## config.mk

```make
export PLATFORM = sky130hd
export DESIGN_NAME = dmem_arbiter
export DESIGN_NICKNAME = d
export VERILOG_FILES = /design/src/rtl/dmem_arb_pkg.sv /design/src/rtl/dmem_arb_rtag.sv /design/src/rtl/dmem_arbiter.sv
export SDC_FILE = /design/constraint.sdc
export NUM_CORES = 1
export LEC_CHECK = 0
export ABC_AREA = 1
export BUFFER_PORTS_ARGS = -buffer_cell sky130_fd_sc_hd__buf_4
export CORE_MARGIN = 4
export CORE_UTILIZATION = 46
export CTS_CLUSTER_SIZE = 24
export DETAILED_ROUTE_END_ITERATION = 16
export PLACE_DENSITY = 0.82
export SYNTH_ARGS = -nofsm -noshare
export SYNTH_HDL_FRONTEND = slang
export SYNTH_SLANG_ARGS = --single-unit
```

## constraint.sdc

```tcl
create_clock -name clk -period 2.7 [get_ports clk]
set_input_delay 0.54 -clock clk [delete_from_list [all_inputs] [get_ports clk]]
set_output_delay 0.54 -clock clk [all_outputs]
set_load 0.02 [all_outputs]
```

## src/rtl/dmem_arb_pkg.sv

```systemverilog
// rtl/dmem_arb_pkg.sv - shared types and constants for the dmem arbiter
package dmem_arb_pkg;

  typedef enum logic [1:0] {
    IDLE = 2'd0,
    OWN0 = 2'd1,
    OWN1 = 2'd2
  } arb_state_t;

  typedef logic req_id_t;

  // Access size codes, identical to the encoding dmem decodes
  localparam logic [2:0] SZ_BYTE  = 3'd0;
  localparam logic [2:0] SZ_HALF  = 3'd1;
  localparam logic [2:0] SZ_WORD  = 3'd2;
  localparam logic [2:0] SZ_BYTEU = 3'd4;
  localparam logic [2:0] SZ_HALFU = 3'd5;

  function automatic req_id_t other_id(input req_id_t id);
    return ~id;
  endfunction

endpackage

```

## src/rtl/dmem_arb_rtag.sv

```systemverilog
// rtl/dmem_arb_rtag.sv - read-return tag pipeline, {valid, id} delayed by the dmem read latency
module dmem_arb_rtag
  import dmem_arb_pkg::*;
#(
  parameter int DEPTH = 1
) (
  input  logic    clk,
  input  logic    rst,
  input  logic    push_valid,
  input  req_id_t push_id,
  output logic    pop_valid,
  output req_id_t pop_id
);

  logic [DEPTH-1:0] vld;
  logic [DEPTH-1:0] ids;

  // Shift tags toward the tail; reset drops every in-flight read
  always_ff @(posedge clk or negedge rst) begin
    if (!rst) begin
      vld <= '0;
      ids <= '0;
    end else begin
      vld[0] <= push_valid;
      ids[0] <= push_id;
      for (int i = 1; i < DEPTH; i++) begin
        vld[i] <= vld[i-1];
        ids[i] <= ids[i-1];
      end
    end
  end

  assign pop_valid = vld[DEPTH-1];
  assign pop_id    = ids[DEPTH-1];

endmodule

```

## src/rtl/dmem_arbiter.sv

```systemverilog
// rtl/dmem_arbiter.sv - round-robin dmem arbiter with burst lock; DMEM_ARB_STATS_EN adds grant/conflict counters
module dmem_arbiter
  import dmem_arb_pkg::*;
#(
  parameter int RD_LATENCY = 1,
  parameter int MAX_BURST  = 8
) (
  input  logic        clk,
  input  logic        rst,
  input  logic [1:0]  req,
  input  logic [1:0]  req_lock,
  input  logic [1:0]  req_wen,
  input  logic [63:0] req_addr,
  input  logic [63:0] req_wdata,
  input  logic [5:0]  req_size,
  output logic [1:0]  gnt,
  output logic [1:0]  rvalid,
  output logic [31:0] rdata,
  output logic        m_wen,
  output logic [31:0] m_addr,
  output logic [31:0] m_wdata,
  output logic [2:0]  m_size,
  input  logic [31:0] m_rdata
`ifdef DMEM_ARB_STATS_EN
  ,
  output logic [31:0] stat_gnt0,
  output logic [31:0] stat_gnt1,
  output logic [31:0] stat_conflict
`endif
);

  localparam logic [7:0] MAX_B = 8'(MAX_BURST);

  arb_state_t  state, state_nxt;
  req_id_t     last_gnt;
  logic [7:0]  burst_cnt, burst_nxt;
  logic        win_vld;
  req_id_t     win_id;
  req_id_t     owner;
  logic [31:0] addr_q, wdata_q;
  logic [2:0]  size_q;
  logic        tag_valid;
  req_id_t     tag_id;

  // State register: lock state, round-robin pointer and burst counter
  always_ff @(posedge clk or negedge rst) begin
    if (!rst) begin
      state     <= IDLE;
      last_gnt  <= 1'b1;
      burst_cnt <= '0;
    end else begin
      state     <= state_nxt;
      burst_cnt <= burst_nxt;
      if (win_vld) last_gnt <= win_id;
    end
  end

  // Next state: pick this cycle's winner and track lock ownership
  always_comb begin
    state_nxt = state;
    burst_nxt = burst_cnt;
    win_vld   = 1'b0;
    win_id    = 1'b0;
    owner     = 1'b0;
    case (state)
      IDLE: begin
        if (req[0] && req[1]) begin
          win_vld = 1'b1;
          win_id  = other_id(last_gnt);
        end else if (req[0] || req[1]) begin
          win_vld = 1'b1;
          win_id  = req[1];
        end
        if (win_vld && req_lock[win_id]) begin
          state_nxt = win_id ? OWN1 : OWN0;
          burst_nxt = 8'd1;
        end
      end
      OWN0, OWN1: begin
        owner = (state == OWN1);
        if (burst_cnt >= MAX_B && req[other_id(owner)]) begin
          // Burst exhausted with the other side waiting: hand it this cycle
          win_vld   = 1'b1;
          win_id    = other_id(owner);
          state_nxt = IDLE;
          burst_nxt = '0;
        end else if (req[owner]) begin
          win_vld = 1'b1;
          win_id  = owner;
          if (req_lock[owner]) begin
            burst_nxt = (burst_cnt >= MAX_B) ? MAX_B : burst_cnt + 8'd1;
          end else begin
            state_nxt = IDLE;
            burst_nxt = '0;
          end
        end else begin
          // Owner paused: release the lock and let the other side in now
          win_vld   = req[other_id(owner)];
          win_id    = other_id(owner);
          state_nxt = IDLE;
          burst_nxt = '0;
        end
      end
      default: begin
        state_nxt = IDLE;
        burst_nxt = '0;
      end
    endcase
  end

  // Outputs: one-hot grant and dmem mux; idle cycles replay the held request fields
  always_comb begin
    gnt     = '0;
    m_wen   = 1'b0;
    m_addr  = addr_q;
    m_wdata = wdata_q;
    m_size  = size_q;
    if (rst && win_vld) begin
      gnt[win_id] = 1'b1;
      m_wen       = req_wen[win_id];
      m_addr      = win_id ? req_addr[63:32]  : req_addr[31:0];
      m_wdata     = win_id ? req_wdata[63:32] : req_wdata[31:0];
      m_size      = win_id ? req_size[5:3]    : req_size[2:0];
    end
  end

  // Hold the last driven dmem request fields across idle cycles
  always_ff @(posedge clk or negedge rst) begin
    if (!rst) begin
      addr_q  <= '0;
      wdata_q <= '0;
      size_q  <= '0;
    end else if (|gnt) begin
      addr_q  <= m_addr;
      wdata_q <= m_wdata;
      size_q  <= m_size;
    end
  end

  dmem_arb_rtag #(.DEPTH(RD_LATENCY)) u_rtag (
    .clk        (clk),
    .rst        (rst),
    .push_valid (|gnt && !m_wen),
    .push_id    (win_id),
    .pop_valid  (tag_valid),
    .pop_id     (tag_id)
  );

  assign rvalid = {tag_valid && tag_id, tag_valid && !tag_id};
  assign rdata  = m_rdata;

`ifdef DMEM_ARB_STATS_EN
  // Free-running grant and contention counters
  always_ff @(posedge clk or negedge rst) begin
    if (!rst) begin
      stat_gnt0     <= '0;
      stat_gnt1     <= '0;
      stat_conflict <= '0;
    end else begin
      if (gnt[0]) stat_gnt0 <= stat_gnt0 + 32'd1;
      if (gnt[1]) stat_gnt1 <= stat_gnt1 + 32'd1;
      if (&req && |gnt) stat_conflict <= stat_conflict + 32'd1;
    end
  end
`endif

endmodule

```

==> After elaboration in Yosys (flattened, before gate mapping) <==
Cells that the tools add are included.
{ "classes": {"muxes": 44, "eq_ne": 4, "n_bitwise": 2, "n_mul": 0, "shift": 0, "n_reduce_logical": 15, "order_cmp": 6, "addsub": 1, "div_mod_pow": 0} }
{ "ops": {"columns": ["cell", "n"], "rows": [
  ["32-bit 2-to-1 mux", 4],
  ["8-bit 2-to-1 mux", 5],
  ["1-bit 2-to-1 mux", 22],
  ["8-bit one-hot mux with 2 select lines", 1],
  ["2-bit 2-to-1 mux", 6],
  ["8-bit by 1-bit adder with 8-bit output (second input constant)", 1],
  ["8-bit by 4-bit >= comparator with 1-bit output (second input constant)", 1],
  ["1-bit logical AND", 8],
  ["1-bit by 2-bit < comparator with 1-bit output (second input constant)", 4],
  ["3-bit 2-to-1 mux", 2],
  ["4-bit inequality test (second input constant)", 1],
  ["1-bit one-hot mux with 2 select lines", 2],
  ["2-bit one-hot mux with 2 select lines", 1],
  ["2-bit OR reduction", 2],
  ["2-bit by 1-bit == test with 1-bit output (second input constant)", 1],
  ["2-bit == test (second input constant)", 1],
  ["1-bit zero test", 2],
  ["2-bit zero test", 1],
  ["2-bit inequality test (second input constant)", 1],
  ["1-bit NOT", 2],
  ["2-bit AND reduction", 1],
  ["1-bit demux with 1-bit select", 1],
  ["1-bit >= comparator (second input constant)", 1],
  ["1-bit logical OR", 1]
]} }
{ "totals": {"output_inout_bits": 104, "inputBits": 174, "reg_bits": 80, "ramBits": 0, "mem_bits_ro": 0, "mem_count": 0, "word_cells": 80, "latch_bits": 0} }

==> Logic depth before layout (Yosys ltp) <==
{ "logic_depth": {"word_depth": 14, "ltp_mapped": 12, "ltp_nobuf": 12} }

==> Modules after synthesis <==
Synthesis repeated with hierarchy kept, for this count alone.
{ "hier_totals": {"cells_unflattened": 587, "hier_area_um2": 5200.0} }
{ "modules_own_cells": {"columns": ["mod", "cells_per_inst", "area_per_inst_um2", "instances"], "rows": [
  ["dmem_arbiter", 585, 5149.9, 1],
  ["dmem_arb_rtag", 2, 50.0, 1]
]} }

==> Worst setup path before layout <==
OpenSTA, ideal clock, no wires.
{ "synth_timing": {"path_kind": "reg2out", "start": "register state[1]", "end": "output port m_wen", "t_required_ns": 2.160, "t_arrival_ns": 1.883, "path_buffers": 1, "path_stages_with_launch": 10, "setup_slack_ns": 0.277, "path_cell_list": "dfrtp_1 -> inv_1 -> ha_1 -> inv_1 -> a21oi_2 -> nand3_4 -> clkbuf_1 -> nor2_1 -> nand2_1 -> nand2_1"} }
{ "synth_between": {"elab_chain_len": 9, "elab_cells_between_ends": 20} }
{ "synth_rtl": {"columns": ["element", "line", "text"], "rows": [
  ["start: declaration", "dmem_arbiter.sv:34", "arb_state_t state, state_nxt;"],
  ["start signal: assignment", "dmem_arbiter.sv:52", "state <= state_nxt;"],
  ["2-bit == test", "dmem_arbiter.sv:65, dmem_arbiter.sv:80", null],
  ["1-bit 2-to-1 mux, on equally long branches (2 in a row)", "dmem_arbiter.sv:87, dmem_arbiter.sv:81, dmem_arbiter.sv:98", null],
  ["1-bit 2-to-1 mux or 1-bit logical AND (tied branches)", "dmem_arbiter.sv:87, dmem_arbiter.sv:81", null],
  ["1-bit 2-to-1 mux", "dmem_arbiter.sv:81", "if (burst_cnt >= MAX_B && req[other_id(owner)]) begin"],
  ["1-bit one-hot mux with 2 select lines", "dmem_arbiter.sv:65", "case (state)"],
  ["1-bit 2-to-1 mux (not written as such) (2 in a row)", "dmem_arbiter.sv:120", "m_wen = req_wen[win_id];"],
  ["1-bit 2-to-1 mux (*)", "dmem_arbiter.sv:118", "if (rst && win_vld) begin"],
  ["end: declaration", "dmem_arbiter.sv:19", "output logic m_wen,"]
]} }
Every way passes the cells marked *; elsewhere a longest branch is shown, timed or not. The select of a mux whose other input is x is not followed.

==> Worst setup path after layout <==
{ "layout_timing": {"start": "register state[1]", "end": "output port m_wdata[17]"} }
{ "layout_between": {"elab_chain_len": 8, "elab_cells_between_ends": 19} }
{ "layout_rtl": {"columns": ["element", "line", "text"], "rows": [
  ["2-bit == test", "dmem_arbiter.sv:65, dmem_arbiter.sv:80", null],
  ["1-bit 2-to-1 mux, on equally long branches (2 in a row)", "dmem_arbiter.sv:87, dmem_arbiter.sv:81, dmem_arbiter.sv:98", null],
  ["1-bit 2-to-1 mux or 1-bit logical AND (tied branches)", "dmem_arbiter.sv:87, dmem_arbiter.sv:81", null],
  ["1-bit 2-to-1 mux", "dmem_arbiter.sv:81", null],
  ["1-bit one-hot mux with 2 select lines", "dmem_arbiter.sv:65", null],
  ["32-bit 2-to-1 mux or 1-bit logical AND (tied branches)", "dmem_arbiter.sv:122, dmem_arbiter.sv:118", null],
  ["32-bit 2-to-1 mux (*)", "dmem_arbiter.sv:118", null],
  ["end: declaration", "dmem_arbiter.sv:21", "output logic [31:0] m_wdata,"]
]} }
Marked as above.

==> results.ini <==
[run_status]
status = finished with violations
violations = negative setup slack

[drt]
ant_nets = 0
drtIter0Drc = 575
vias = 5618
avgViaCountPerCell = 5.920
wl_per_cell_um = 20.13
dr.pass1.iters = 6
drc_errors = 0
wl_mm = 19.10

[layout]
diodes = 0
syn_to_final_growth_pct = 62.28
layout-drive-gt1-share_pct = 55.62
post-route-util_pct = 76.83
final_common_cell = buf_4
nets = 983
layout_common_cells = buf_4, nand3_1, dfrtp_1
fillers = 663

[floorplan]
num_rows = 38
die_area_sq_mm = 0.01296
io_pins = 278
coreArea_sq_mm = 0.01089
die_w_um = 113.9
initial_core_util_pct = 47.35
die_h_um = 113.9

[timing]
fin_tns_setup_ps = -8443
finClkSkew_ps = 13.38
max_slew_margin_pct = 33.31
worstMarginPinSlew_ps = 1000
finalSetupViolations = 70
hold_viol = 0
setup_slack_ps = -217.7
slew_violations = 0
min_period_ps = 2918
fmax_ghz = 0.3427
rsz0062_at_grt = yes
post-route-period-util_pct = 108.1

[pwr]
vdd_ir_drop_max_mv = 0.6928
total_power_mw = 10.77
leakage_nw = 4.237
power_density_mw_per_mm2 = 1287

[critical_path]
arrival_ps = 2380
worst_r2r_path_depth = 13
rr_startpoint = state[0]$_DFFE_PN0P_
path_max_fanout = 7
rr_endpoint = addr_q[2]$_DFFE_PN0P_
rrSetupSlack_ps = 530
cp-end-kind = output port
path_buf_inv = 4
start_kind = register
crit_type = register to output port
critPathSlowestCell = dfrtp_2
worstPathRequired_ps = 2160
cpPeakStageDelay_ps = 440
path_cells = buf_6 -> ha_4 -> nand2_2 -> inv_1 -> a21oi_2 -> nand2_2 -> nand2_8 -> nand2_8 -> bufbuf_16 -> nand3_2 -> nand3_2 -> buf_6
crit_family = buffers and inverters

[logic_synthesis]
ys_warn_count = 0
yosys-top-cells-area = dfrtp_1, nand3_1, nand3_2, nand2_1, nand4_1
ys_ff_latch = 80
synthesis.instances = 586
synth_fp_nets = 765
synthesis.area_sq_mm = 0.005155
synth-seq-area-share_pct = 38.86
yosys.area.top_type = dfrtp_1
synth_top_area_share_pct = 38.35
synth.distinct_cells = 33
synth_area_per_cell_sq_um = 8.797

[grt]
grt_max_degree = 81
grt_pass1_vias = 5716
grt_pass1_wl_mm = 27.64
grt_antenna_before_repair = 0
grt_use_total_pct = 26.55
gr-total-overflow = 0

[hold_path]
min_from = req_wdata[25]
hold_class = primary input to register
worstHoldEndpoint = wdata_q[25]$_DFFE_PN0P_
hold_depth = 3

[cts]
clockBufferDepth = 2
clk_pin_slew_ps = 90
insertion_delay_ps = 350
cts_hold_buf = 0
cts_tree = yes
cts_buffers = 9
root_buffer = clkbuf_8
htreeDepth = 3
cts.sink_count = 80

[placed_design]
io_buffers = 213
place_hpwl_mm = 10.98
gp_congestion = 0.9542

[run]
cap_viol_max_count = 0

## state kept, by name, summed over array words and instances (netlist names)
signal / flops
addr_q: 32
burst_cnt: 8
last_gnt: 1
size_q: 3
state: 2
u_rtag.pop_id: 1
u_rtag.pop_valid: 1
wdata_q: 32
## worst register-to-register path: cells and delay by family (launching register included)
family                     cells  cell delay [ps]
adders and majority gates      1              280
AOI/OAI and AO/OA              1              170
DFF                            1              390
and+or+nand+nor                3              360
buffers and inverters          8              930
## cells by family after synthesis
| kind of cell | synth area share [%] |
|---|---|
| buffers and inverters | 14.39 |
| AND/OR/NAND/NOR | 43.76 |
| adder cells (fa/ha/maj) | 1.214 |
| AO/OA/AOI/OAI | 1.772 |
| flip-flops | 38.86 |
## worst max path at each step
stage | start | endpoint | slack [ps] | cells after the start
floorplan | state[1]$_DFFE_PN0P_ | m_wen | 280 | 9
global placement | state[0]$_DFFE_PN0P_ | m_wdata[0] | 130 | 12
detailed placement | state[0]$_DFFE_PN0P_ | m_addr[2] | 40 | 12
CTS | state[1]$_DFFE_PN0P_ | m_wdata[16] | -170 | 13
global route | state[1]$_DFFE_PN0P_ | m_wdata[17] | -300 | 12
finish | state[1]$_DFFE_PN0P_ | m_wdata[17] | -220 | 12
## timing repair
action | 4_1_cts | 5_1_grt
setup endpoints to repair | 70 | 70
hold endpoints to repair | 0 | 0
resized for setup | 137 | 66
buffers inserted | 18 | 16
gates cloned | 13 | 4
pin swaps | 9 | 46
## routing by layer
metal | wire length (um) | global-route usage [%] | vias to the layer above
li1 | - | - | 2496
met1 | 6860 | 30.97 | 2689
met2 | 9678 | 45.70 | 330
met3 | 1439 | 5.570 | 103
met4 | 1122 | 14.33 | 0
met5 | 0 | 0 | -
## power breakdown
part / internal, mW / leakage, nW / switching, mW / total (mW)
Combinational: 3.60 / 3.13 / 4.30 / 7.91
Sequential: 1.73 / 1.00 / 0.194 / 1.92
Clock: 0.481 / 0.103 / 0.457 / 0.938
Total: 5.81 / 4.24 / 4.95 / 10.8
## cell usage after synthesis
| library cell | n |
|---|---|
| nand2_8 | 1 |
| clkbuf_1 | 6 |
| nand3_2 | 40 |
| buf_2 | 13 |
| nand2_1 | 87 |
| o22ai_1 | 1 |
| nand3_1 | 168 |
| buf_4 | 35 |
| o21bai_1 | 1 |
| buf_6 | 9 |
| nor3_1 | 1 |
| inv_6 | 1 |
| inv_1 | 18 |
| nand4_1 | 49 |
| or2_0 | 1 |
| clkbuf_8 | 4 |
| dfrtp_1 | 79 |
| buf_12 | 4 |
| o21ai_0 | 6 |
| nand2_2 | 2 |
| inv_2 | 4 |
| dfstp_2 | 1 |
| nor2_2 | 1 |
| nor2_1 | 14 |
| nand2_4 | 1 |
| ha_1 | 5 |
| nand4_2 | 20 |
| nand3_4 | 1 |
| a21oi_1 | 3 |
| o21ai_1 | 3 |
| buf_8 | 4 |
| a21oi_2 | 2 |
| clkinv_1 | 1 |
## metrics by stage
stage          std cells  hold WS (ps)  instance area (sq um)  setup slack [ps]
6_report             949         440.7                   8366            -217.7
3_5_place_dp         882         480.3                   6480             41.60
4_1_cts              929         435.3                   7800            -174.2
5_1_grt              949         440.5                   8366            -299.8
2_1_floorplan        586         244.4                   5155             277.0
3_3_place_gp         882         469.7                   6480             131.8
## layout make-up
class / instances / area (sq um) / share of cell area [%]
multi-input combinational: 408 / 3043 / 36.37
timing repair buffer: 280 / 2801 / 33.49
sequential: 80 / 2004 / 23.96
tap: 140 / 175.2 / 2.094
clock buffer: 12 / 155.1 / 1.855
inverter: 24 / 123.9 / 1.481
clock inverter: 4 / 51.30 / 0.6132
timing repair inverter: 1 / 11.26 / 0.1346
(Power assumes the default switching activity.)
